==> src/rtl/gold_router_pe_port_pkg.sv <==
// gold_ring PE port: shared types and packet field layout.
// Imported by the interface, the VC buffer and the port top.
package gold_router_pe_port_pkg;

    localparam int DEF_DATA_W = 64;
    localparam int DEF_CNT_W  = 16;

    // VC phase / virtual channel
    typedef enum logic {
        EVEN = 1'b0,
        ODD  = 1'b1
    } vc_e;

    // ring direction
    typedef enum logic {
        CW  = 1'b0,
        CCW = 1'b1
    } dir_e;

    // packet field positions for the default width
    localparam int VC_BIT  = DEF_DATA_W - 1;
    localparam int DIR_BIT = DEF_DATA_W - 2;
    localparam int HOP_HI  = 55;
    localparam int HOP_LO  = 48;
    localparam int SRC_HI  = 47;
    localparam int SRC_LO  = 32;
    localparam int DST_HI  = 31;
    localparam int DST_LO  = 0;

endpackage

==> src/rtl/gold_router_pe_port_if.sv <==
// gold_ring PE port: PE-link, router-core and status bundle.
// master = port side, slave = PE/core/environment side.
interface gold_router_pe_port_if
    import gold_router_pe_port_pkg::*;
#(
    parameter int DATA_W = DEF_DATA_W,
    parameter int CNT_W  = DEF_CNT_W
);

    logic              polarity;
    logic              pesi;
    logic              peri;
    logic [DATA_W-1:0] pedi;
    logic              peso;
    logic              pero;
    logic [DATA_W-1:0] pedo;
    logic              inj_valid;
    logic              inj_ready;
    logic [DATA_W-1:0] inj_data;
    logic              ej_valid;
    logic              ej_ready;
    logic [DATA_W-1:0] ej_data;
    logic              proto_err;
    logic [CNT_W-1:0]  inj_cnt;
    logic [CNT_W-1:0]  ej_cnt;

    modport master (
        output polarity,
        output peri,
        output peso,
        output pedo,
        output inj_valid,
        output inj_data,
        output ej_ready,
        output proto_err,
        output inj_cnt,
        output ej_cnt,
        input  pesi,
        input  pedi,
        input  pero,
        input  inj_ready,
        input  ej_valid,
        input  ej_data
    );

    modport slave (
        input  polarity,
        input  peri,
        input  peso,
        input  pedo,
        input  inj_valid,
        input  inj_data,
        input  ej_ready,
        input  proto_err,
        input  inj_cnt,
        input  ej_cnt,
        output pesi,
        output pedi,
        output pero,
        output inj_ready,
        output ej_valid,
        output ej_data
    );

endinterface

==> src/rtl/gold_router_pe_port_vc_buf.sv <==
// gold_ring PE port: two-entry buffer indexed by VC.
// A write and a clear to the same VC in one cycle leave it full.
module gold_router_pe_port_vc_buf
    import gold_router_pe_port_pkg::*;
#(
    parameter int DATA_W = DEF_DATA_W
) (
    input  logic              clk,
    input  logic              rst_n,
    input  logic              wr_en,
    input  logic              wr_vc,
    input  logic [DATA_W-1:0] wr_data,
    input  logic              clr_en,
    input  logic              clr_vc,
    input  logic              rd_vc,
    output logic [DATA_W-1:0] rd_data,
    output logic [1:0]        full
);

    logic [1:0]        full_q;
    logic [1:0]        full_d;
    logic [DATA_W-1:0] mem_q [2];

    // next occupancy: clear first, then set on write
    always_comb begin
        full_d = full_q;
        if (clr_en) begin
            full_d[clr_vc] = 1'b0;
        end
        if (wr_en) begin
            full_d[wr_vc] = 1'b1;
        end
    end

    // occupancy flags
    always_ff @(posedge clk or negedge rst_n) begin
        if (!rst_n) begin
            full_q <= 2'b00;
        end else begin
            full_q <= full_d;
        end
    end

    // payload storage, wiped on reset so nothing stale survives
    always_ff @(posedge clk or negedge rst_n) begin
        if (!rst_n) begin
            mem_q[0] <= '0;
            mem_q[1] <= '0;
        end else if (wr_en) begin
            mem_q[wr_vc] <= wr_data;
        end
    end

    assign rd_data = mem_q[rd_vc];
    assign full    = full_q;

endmodule

==> src/rtl/gold_router_pe_port.sv <==
// gold_ring PE port: router-side endpoint of the PE link.
// Owns node polarity, per-VC inject/eject buffers and statistics.
module gold_router_pe_port
    import gold_router_pe_port_pkg::*;
#(
    parameter int DATA_W = DEF_DATA_W,
    parameter int CNT_W  = DEF_CNT_W
) (
    input  logic                 clk,
    input  logic                 reset,
    gold_router_pe_port_if.master bus
);

    localparam int               PKT_VC  = DATA_W - 1;
    localparam logic [CNT_W-1:0] CNT_MAX = '1;

    vc_e               pol_q;
    vc_e               pol_d;
    logic              pol;
    logic              npol;

    logic [1:0]        in_full;
    logic [DATA_W-1:0] in_rd;
    logic [1:0]        out_full;
    logic [DATA_W-1:0] out_rd;

    logic              inj_vc;
    logic              inj_cap;
    logic              inj_drop;
    logic              inj_fire;
    logic              ej_vc;
    logic              ej_cap;
    logic              ej_bad;
    logic              ej_drain;

    logic              peso_q;
    logic              peso_d;
    logic [DATA_W-1:0] pedo_q;
    logic [DATA_W-1:0] pedo_d;
    logic              err_q;
    logic              err_d;
    logic [CNT_W-1:0]  icnt_q;
    logic [CNT_W-1:0]  icnt_d;
    logic [CNT_W-1:0]  ecnt_q;
    logic [CNT_W-1:0]  ecnt_d;

    assign pol  = pol_q;
    assign npol = ~pol;

    // phase alternates every cycle out of reset
    always_comb begin
        pol_d = (pol_q == EVEN) ? ODD : EVEN;
    end

    // phase register
    always_ff @(posedge clk or negedge reset) begin
        if (!reset) begin
            pol_q <= EVEN;
        end else begin
            pol_q <= pol_d;
        end
    end

    // handshake qualifiers; PE writes next phase, core reads this phase
    always_comb begin
        inj_vc   = bus.pedi[PKT_VC];
        ej_vc    = bus.ej_data[PKT_VC];
        inj_cap  = 1'b0;
        inj_drop = 1'b0;
        if (bus.pesi) begin
            if (inj_vc == npol && !in_full[npol]) begin
                inj_cap = 1'b1;
            end else begin
                inj_drop = 1'b1;
            end
        end
        inj_fire = in_full[pol] & bus.inj_ready;
        ej_bad   = bus.ej_valid & (ej_vc != pol);
        ej_cap   = bus.ej_valid & ~out_full[pol] & (ej_vc == pol);
        ej_drain = bus.pero & out_full[npol];
    end

    gold_router_pe_port_vc_buf #(
        .DATA_W (DATA_W)
    ) u_inj_buf (
        .clk     (clk),
        .rst_n   (reset),
        .wr_en   (inj_cap),
        .wr_vc   (npol),
        .wr_data (bus.pedi),
        .clr_en  (inj_fire),
        .clr_vc  (pol),
        .rd_vc   (pol),
        .rd_data (in_rd),
        .full    (in_full)
    );

    gold_router_pe_port_vc_buf #(
        .DATA_W (DATA_W)
    ) u_ej_buf (
        .clk     (clk),
        .rst_n   (reset),
        .wr_en   (ej_cap),
        .wr_vc   (pol),
        .wr_data (bus.ej_data),
        .clr_en  (ej_drain),
        .clr_vc  (npol),
        .rd_vc   (npol),
        .rd_data (out_rd),
        .full    (out_full)
    );

    // delivery pulse, sticky error and saturating counters
    always_comb begin
        peso_d = 1'b0;
        pedo_d = '0;
        err_d  = err_q | inj_drop | ej_bad;
        icnt_d = icnt_q;
        ecnt_d = ecnt_q;
        if (ej_drain) begin
            peso_d = 1'b1;
            pedo_d = out_rd;
        end
        if (inj_cap && icnt_q != CNT_MAX) begin
            icnt_d = icnt_q + 1'b1;
        end
        if (ej_drain && ecnt_q != CNT_MAX) begin
            ecnt_d = ecnt_q + 1'b1;
        end
    end

    // registered PE-side outputs and status
    always_ff @(posedge clk or negedge reset) begin
        if (!reset) begin
            peso_q <= 1'b0;
            pedo_q <= '0;
            err_q  <= 1'b0;
            icnt_q <= '0;
            ecnt_q <= '0;
        end else begin
            peso_q <= peso_d;
            pedo_q <= pedo_d;
            err_q  <= err_d;
            icnt_q <= icnt_d;
            ecnt_q <= ecnt_d;
        end
    end

    assign bus.polarity  = pol;
    assign bus.peri      = ~in_full[npol];
    assign bus.inj_valid = in_full[pol];
    assign bus.inj_data  = in_full[pol] ? in_rd : '0;
    assign bus.ej_ready  = ~out_full[pol];
    assign bus.peso      = peso_q;
    assign bus.pedo      = pedo_q;
    assign bus.proto_err = err_q;
    assign bus.inj_cnt   = icnt_q;
    assign bus.ej_cnt    = ecnt_q;

endmodule

==> src/flat_wrapper.sv <==
// flat-port wrapper written by rule: the top's interface ports become plain ports
module gold_router_pe_port_flat import gold_router_pe_port_pkg::*;
#(
    parameter int DATA_W = DEF_DATA_W,
    parameter int CNT_W  = DEF_CNT_W
)
  (clk, reset, bus_polarity, bus_peri, bus_peso, bus_pedo, bus_inj_valid, bus_inj_data, bus_ej_ready, bus_proto_err, bus_inj_cnt, bus_ej_cnt, bus_pesi, bus_pedi, bus_pero, bus_inj_ready, bus_ej_valid, bus_ej_data);
  gold_router_pe_port_if #(.DATA_W(DATA_W), .CNT_W(CNT_W)) bus_i ();
  input  logic clk;
  input  logic reset;
  output wire logic [$bits(bus_i.polarity)-1:0] bus_polarity;
  output wire logic [$bits(bus_i.peri)-1:0] bus_peri;
  output wire logic [$bits(bus_i.peso)-1:0] bus_peso;
  output wire logic [$bits(bus_i.pedo)-1:0] bus_pedo;
  output wire logic [$bits(bus_i.inj_valid)-1:0] bus_inj_valid;
  output wire logic [$bits(bus_i.inj_data)-1:0] bus_inj_data;
  output wire logic [$bits(bus_i.ej_ready)-1:0] bus_ej_ready;
  output wire logic [$bits(bus_i.proto_err)-1:0] bus_proto_err;
  output wire logic [$bits(bus_i.inj_cnt)-1:0] bus_inj_cnt;
  output wire logic [$bits(bus_i.ej_cnt)-1:0] bus_ej_cnt;
  input wire logic [$bits(bus_i.pesi)-1:0] bus_pesi;
  input wire logic [$bits(bus_i.pedi)-1:0] bus_pedi;
  input wire logic [$bits(bus_i.pero)-1:0] bus_pero;
  input wire logic [$bits(bus_i.inj_ready)-1:0] bus_inj_ready;
  input wire logic [$bits(bus_i.ej_valid)-1:0] bus_ej_valid;
  input wire logic [$bits(bus_i.ej_data)-1:0] bus_ej_data;
  assign bus_polarity = bus_i.polarity;
  assign bus_peri = bus_i.peri;
  assign bus_peso = bus_i.peso;
  assign bus_pedo = bus_i.pedo;
  assign bus_inj_valid = bus_i.inj_valid;
  assign bus_inj_data = bus_i.inj_data;
  assign bus_ej_ready = bus_i.ej_ready;
  assign bus_proto_err = bus_i.proto_err;
  assign bus_inj_cnt = bus_i.inj_cnt;
  assign bus_ej_cnt = bus_i.ej_cnt;
  assign bus_i.pesi = bus_pesi;
  assign bus_i.pedi = bus_pedi;
  assign bus_i.pero = bus_pero;
  assign bus_i.inj_ready = bus_inj_ready;
  assign bus_i.ej_valid = bus_ej_valid;
  assign bus_i.ej_data = bus_ej_data;
  gold_router_pe_port #(.DATA_W(DATA_W), .CNT_W(CNT_W)) u_core (.clk(clk), .reset(reset), .bus(bus_i));
endmodule
==> config.mk <==
export PLATFORM = sky130hd
export DESIGN_NAME = gold_router_pe_port_flat
export DESIGN_NICKNAME = d
export VERILOG_FILES = /design/src/rtl/gold_router_pe_port_pkg.sv /design/src/rtl/gold_router_pe_port_if.sv /design/src/rtl/gold_router_pe_port_vc_buf.sv /design/src/rtl/gold_router_pe_port.sv /design/src/flat_wrapper.sv
export SDC_FILE = /design/constraint.sdc
export NUM_CORES = 1
export LEC_CHECK = 0
export ABC_AREA = 0
export CAP_MARGIN = 20
export CORE_ASPECT_RATIO = 0.75
export CORE_UTILIZATION = 49
export CTS_BUF_LIST = sky130_fd_sc_hd__clkbuf_16
export DETAILED_ROUTE_END_ITERATION = 8
export HOLD_SLACK_MARGIN = 0.05
export MAX_ROUTING_LAYER = met4
export PLACE_DENSITY = 0.77
export SLEW_MARGIN = 10
export SYNTH_ARGS = -nofsm -noshare
export SYNTH_HDL_FRONTEND = slang
export SYNTH_SLANG_ARGS = --single-unit
export TNS_END_PERCENT = 100
==> constraint.sdc <==
create_clock -name clk -period 4 [get_ports clk]
set_input_delay 0.8 -clock clk [delete_from_list [all_inputs] [get_ports clk]]
set_output_delay 0.8 -clock clk [all_outputs]
set_load 0.01 [all_outputs]
==> summary.txt <==
Timing
  • Max-slew violation count: 0
  • Slew margin rel.: a little over two fifths
  • Unrepaired setup endpoints after global routing: no
  • Slew @ Worst Pin: approximately 0.84 ns
  • Final setup viols: 0
  • Fin crit period: 3.237 ns
  • Highest clock rate: around 0.31 GHz
  • Final hold viol count: 0
  • Setup TNS: 0 ns
  • Post-route setup slack: approximately 0.76 ns
  • Final worst-path cycle share: between 80% and 90%
  • Worst setup skew after layout: roughly 0.015 ns

Global routing
  • First-pass GRT wire length: ~58 mm
  • Initial antenna violation count: 3
  • Largest net degree at the start of global routing: approximately 110
  • Vias in the first global route: ~11000
  • GRT Residual Overflow: 0
  • GRT Resource Usage Total: 24.22%

Route
  • Vias/cell: slightly above 5
  • Via Count: ~11000
  • Wire length per cell: 17.64 um
  • Routed length on met2: 16.99 mm
  • Post-route ant nets: 0
  • Violation count after the first detailed-routing iteration: 457
  • Total length of routed wires: ~36 mm
  • Wl on met1: 15.87 mm
  • Met3 routed WL: around 2.7 mm
  • DR pass1 iterations: 4
  • Uppermost layer routed: met4
  • Number of remaining DRC errors: 0

Critical path
  • CP endpoint kind: primary output
  • CP required: about 3.2 ns
  • Register-to-Register Path Depth: 5
  • Reg2reg start: u_core.bus.polarity
  • CP startpoint kind: flop
  • CP Max Fanout: 33
  • Worst reg2reg path endpoint: u_core.bus.pedo[39]
  • Worst R2R Setup Slack: around 1.4 ns
  • Setup CP Type: flop to primary output
  • Worst EP arrival: between 2 and 2.5 ns

Floorplanning
  • Core region area: between 30000 and 40000 sq um
  • Die footprint: 31310 sq um
  • Die extent in x: roughly 200 um
  • DIE HEIGHT: between 150 and 200 um
  • Boundary pin count: 300
  • Rows: 55
  • Initial Util: between 40% and 50%

Logic synthesis
  • Synthesis Warnings: 0
  • Avg Cell Area, Syn: around 11 sq um
  • Post-synth EDFFs: 0
  • Yosys reg bits: between 300 and 400
  • Cells after synthesis: 1337
  • Synth top area cells: dfrtp_1 60%, nand2_1 9.7%, mux2_2 9.7%
  • Synthesized cell area: 14990 sq um
  • Syn Nets: approximately 1500
  • Register area share after synthesis: 59.92%
  • Yosys cell types: 45
  • Most used DFF post-synth: dfrtp_1
  • Top cell type's share of synthesized area: roughly 60%
  • Async set-reset flop share out of synthesis: between 90% and 100%
  • Synth area leader: dfrtp_1

Clock network
  • Clk sinks: roughly 360
  • Total setup buffers inserted after CTS: 0
  • Clk buf depth: 3
  • Cts bufs inserted: 38
  • Post_cts resized: 0
  • Worst skew pair latency: 0.53 ns
  • Root buf cell: clkbuf_16
  • CTS tree: done
  • H-tree depth: 2
  • Hold bufs inserted after CTS: 0
  • Reg clk slew, reported paths: ~0.060 ns

Power and ir drop
  • Switch share: 26.52%
  • VDD IR-drop max: between 0.0003 and 0.0004 V
  • PwrDens: 483.3 nW/um^2
  • Total power: approximately 9.5 mW
  • Leak Pwr: roughly 10 nW
  • Reported net switching power: about 2.5 mW
  • Clock share of power: ~35%
  • Seq pwr share: about 48%
  • Int Pwr: between 6 and 7 mW
  • Combinational share of power: between 15 and 20%

Finish
  • Layout Cells excl Fill: roughly 2100
  • Fin util: ~65%
  • Area Growth Syn to Fin: 30.75%
  • Total Nets Final: about 1800
  • Share of cells above drive strength 1: a little over an eighth

Placed design
  • Post-DP HPWL: 22.80 mm
  • Dpl ws: roughly 1.2 ns
  • Routability cong.: around 0.87
  • Placed cells: around 2000
  • PortBufs: 299

Min path
  • Hold crit path type: primary input to asynchronous set/reset pin

Run status
  • Outcome: finished, final reports clean

Flow run
  • Max Cap Viol: 0
cells in the mapped netlist, drive strengths merged, types with 2 or more instances:
| library cell | instances |
|---|---|
| nand2b | 4 |
| o21a | 2 |
| nor4 | 9 |
| dfrtp | 359 |
| nor3 | 11 |
| inv | 7 |
| nand4 | 12 |
| nand2 | 389 |
| and3 | 3 |
| and4 | 3 |
| xor2 | 22 |
| o21ai | 10 |
| nand3 | 9 |
| mux2i | 132 |
| buf | 55 |
| nor4b | 5 |
| clkbuf | 17 |
| a31oi | 2 |
| ha | 2 |
| mux2 | 132 |
| nor3b | 3 |
| o2111ai | 2 |
| nand4bb | 2 |
| and4bb | 3 |
| nor2 | 132 |
layout by cell type, fill, tap and decap left out, drive strengths merged, types with 5 or more instances in the layout:
| cell | Yosys | routed |
|---|---|---|
| nand2 | 389 | 389 |
| mux2i | 132 | 132 |
| mux2 | 132 | 132 |
| clkdlybuf4s50 | 0 | 298 |
| inv | 7 | 19 |
| nor4b | 5 | 5 |
| o21ai | 10 | 10 |
| nor4 | 9 | 9 |
| nor3 | 11 | 11 |
| buf | 55 | 22 |
| xor2 | 22 | 22 |
| clkinv | 0 | 15 |
| nor2 | 132 | 132 |
| nand4 | 12 | 12 |
| nand3 | 9 | 9 |
| clkbuf | 17 | 38 |
| dfrtp | 359 | 359 |
cell type report:
type,count,area (sq um)
antenna,3,7.507
clock buffer,38,950.9
clock inverter,30,196.4
fill,2337,10540
inverter,7,26.28
multi-input combinational,899,5690
sequential,359,8987
tap,399,499.2
timing repair buffer,320,3243
power groups by stage:
stage	registers (mW)	logic (mW)	clock network, mW
5_1_grt	4.63	1.81	3.51
4_1_cts	4.56	1.66	3.36
6_report	4.56	1.64	3.28
3_5_place_dp	4.61	1.65	0
2_1_floorplan	4.56	0.812	0
3_3_place_gp	4.58	1.60	0
worst max-delay path by stage:
stage / slack (ns) / depth (start not counted) / end / from
2_1_floorplan: 1.69 / 5 / bus_ej_ready / u_core.bus.polarity
3_3_place_gp: 1.25 / 5 / u_core.bus.inj_cnt[8] / bus_pedi[63]
3_5_place_dp: 1.25 / 5 / u_core.bus.inj_cnt[8] / bus_pedi[63]
4_1_cts: 0.72 / 3 / bus_peri / u_core.bus.polarity
5_1_grt: 0.63 / 3 / bus_peri / u_core.bus.polarity
6_report: 0.76 / 3 / bus_peri / u_core.bus.polarity
logic make-up (layout without fill, tap and decap cells):
family	after synthesis	in the layout	synth area share [%]
AND/OR/NAND/NOR	590	590	16.46
multiplexers	264	264	18.78
buffers and inverters	79	395	2.495
flip-flops	359	359	59.92
other	0	3	0
adder cells (fa/ha/maj)	2	2	0.1669
AO/OA/AOI/OAI	21	21	0.8930
XOR/XNOR	22	22	1.285
metal layers:
metal,global-route usage [%],vias up
met1,32.18,5248
met4,6.716,0
met2,36.52,316
met3,6.631,50
met5,-,-
li1,-,4992
critical path, stage by stage, from the launching register on:
cell             delay (ns)
dfrtp_4                0.54
buf_4                  0.51
mux2i_1                0.27
clkdlybuf4s50_1        0.56
metrics by stage:
step / hold WS, ns / instance area (sq um)
after floorplan: 0.4340 / 14990
after global placement: 0.4491 / 18450
after detailed placement: 0.4521 / 18450
after CTS: 0.3736 / 19590
after global routing: 0.4041 / 19600
final: 0.3451 / 19600
registers in the layout, summed over array words and instances (netlist names):
name	count
u_core.bus.proto_err	1
u_core.bus.polarity	1
u_core.u_ej_buf.mem_q	128
u_core.u_ej_buf.full	2
u_core.u_inj_buf.mem_q	128
u_core.bus.inj_cnt	16
u_core.bus.pedo	64
u_core.u_inj_buf.full	2
u_core.bus.ej_cnt	16
u_core.bus.peso	1
(Power assumes the default switching activity.)
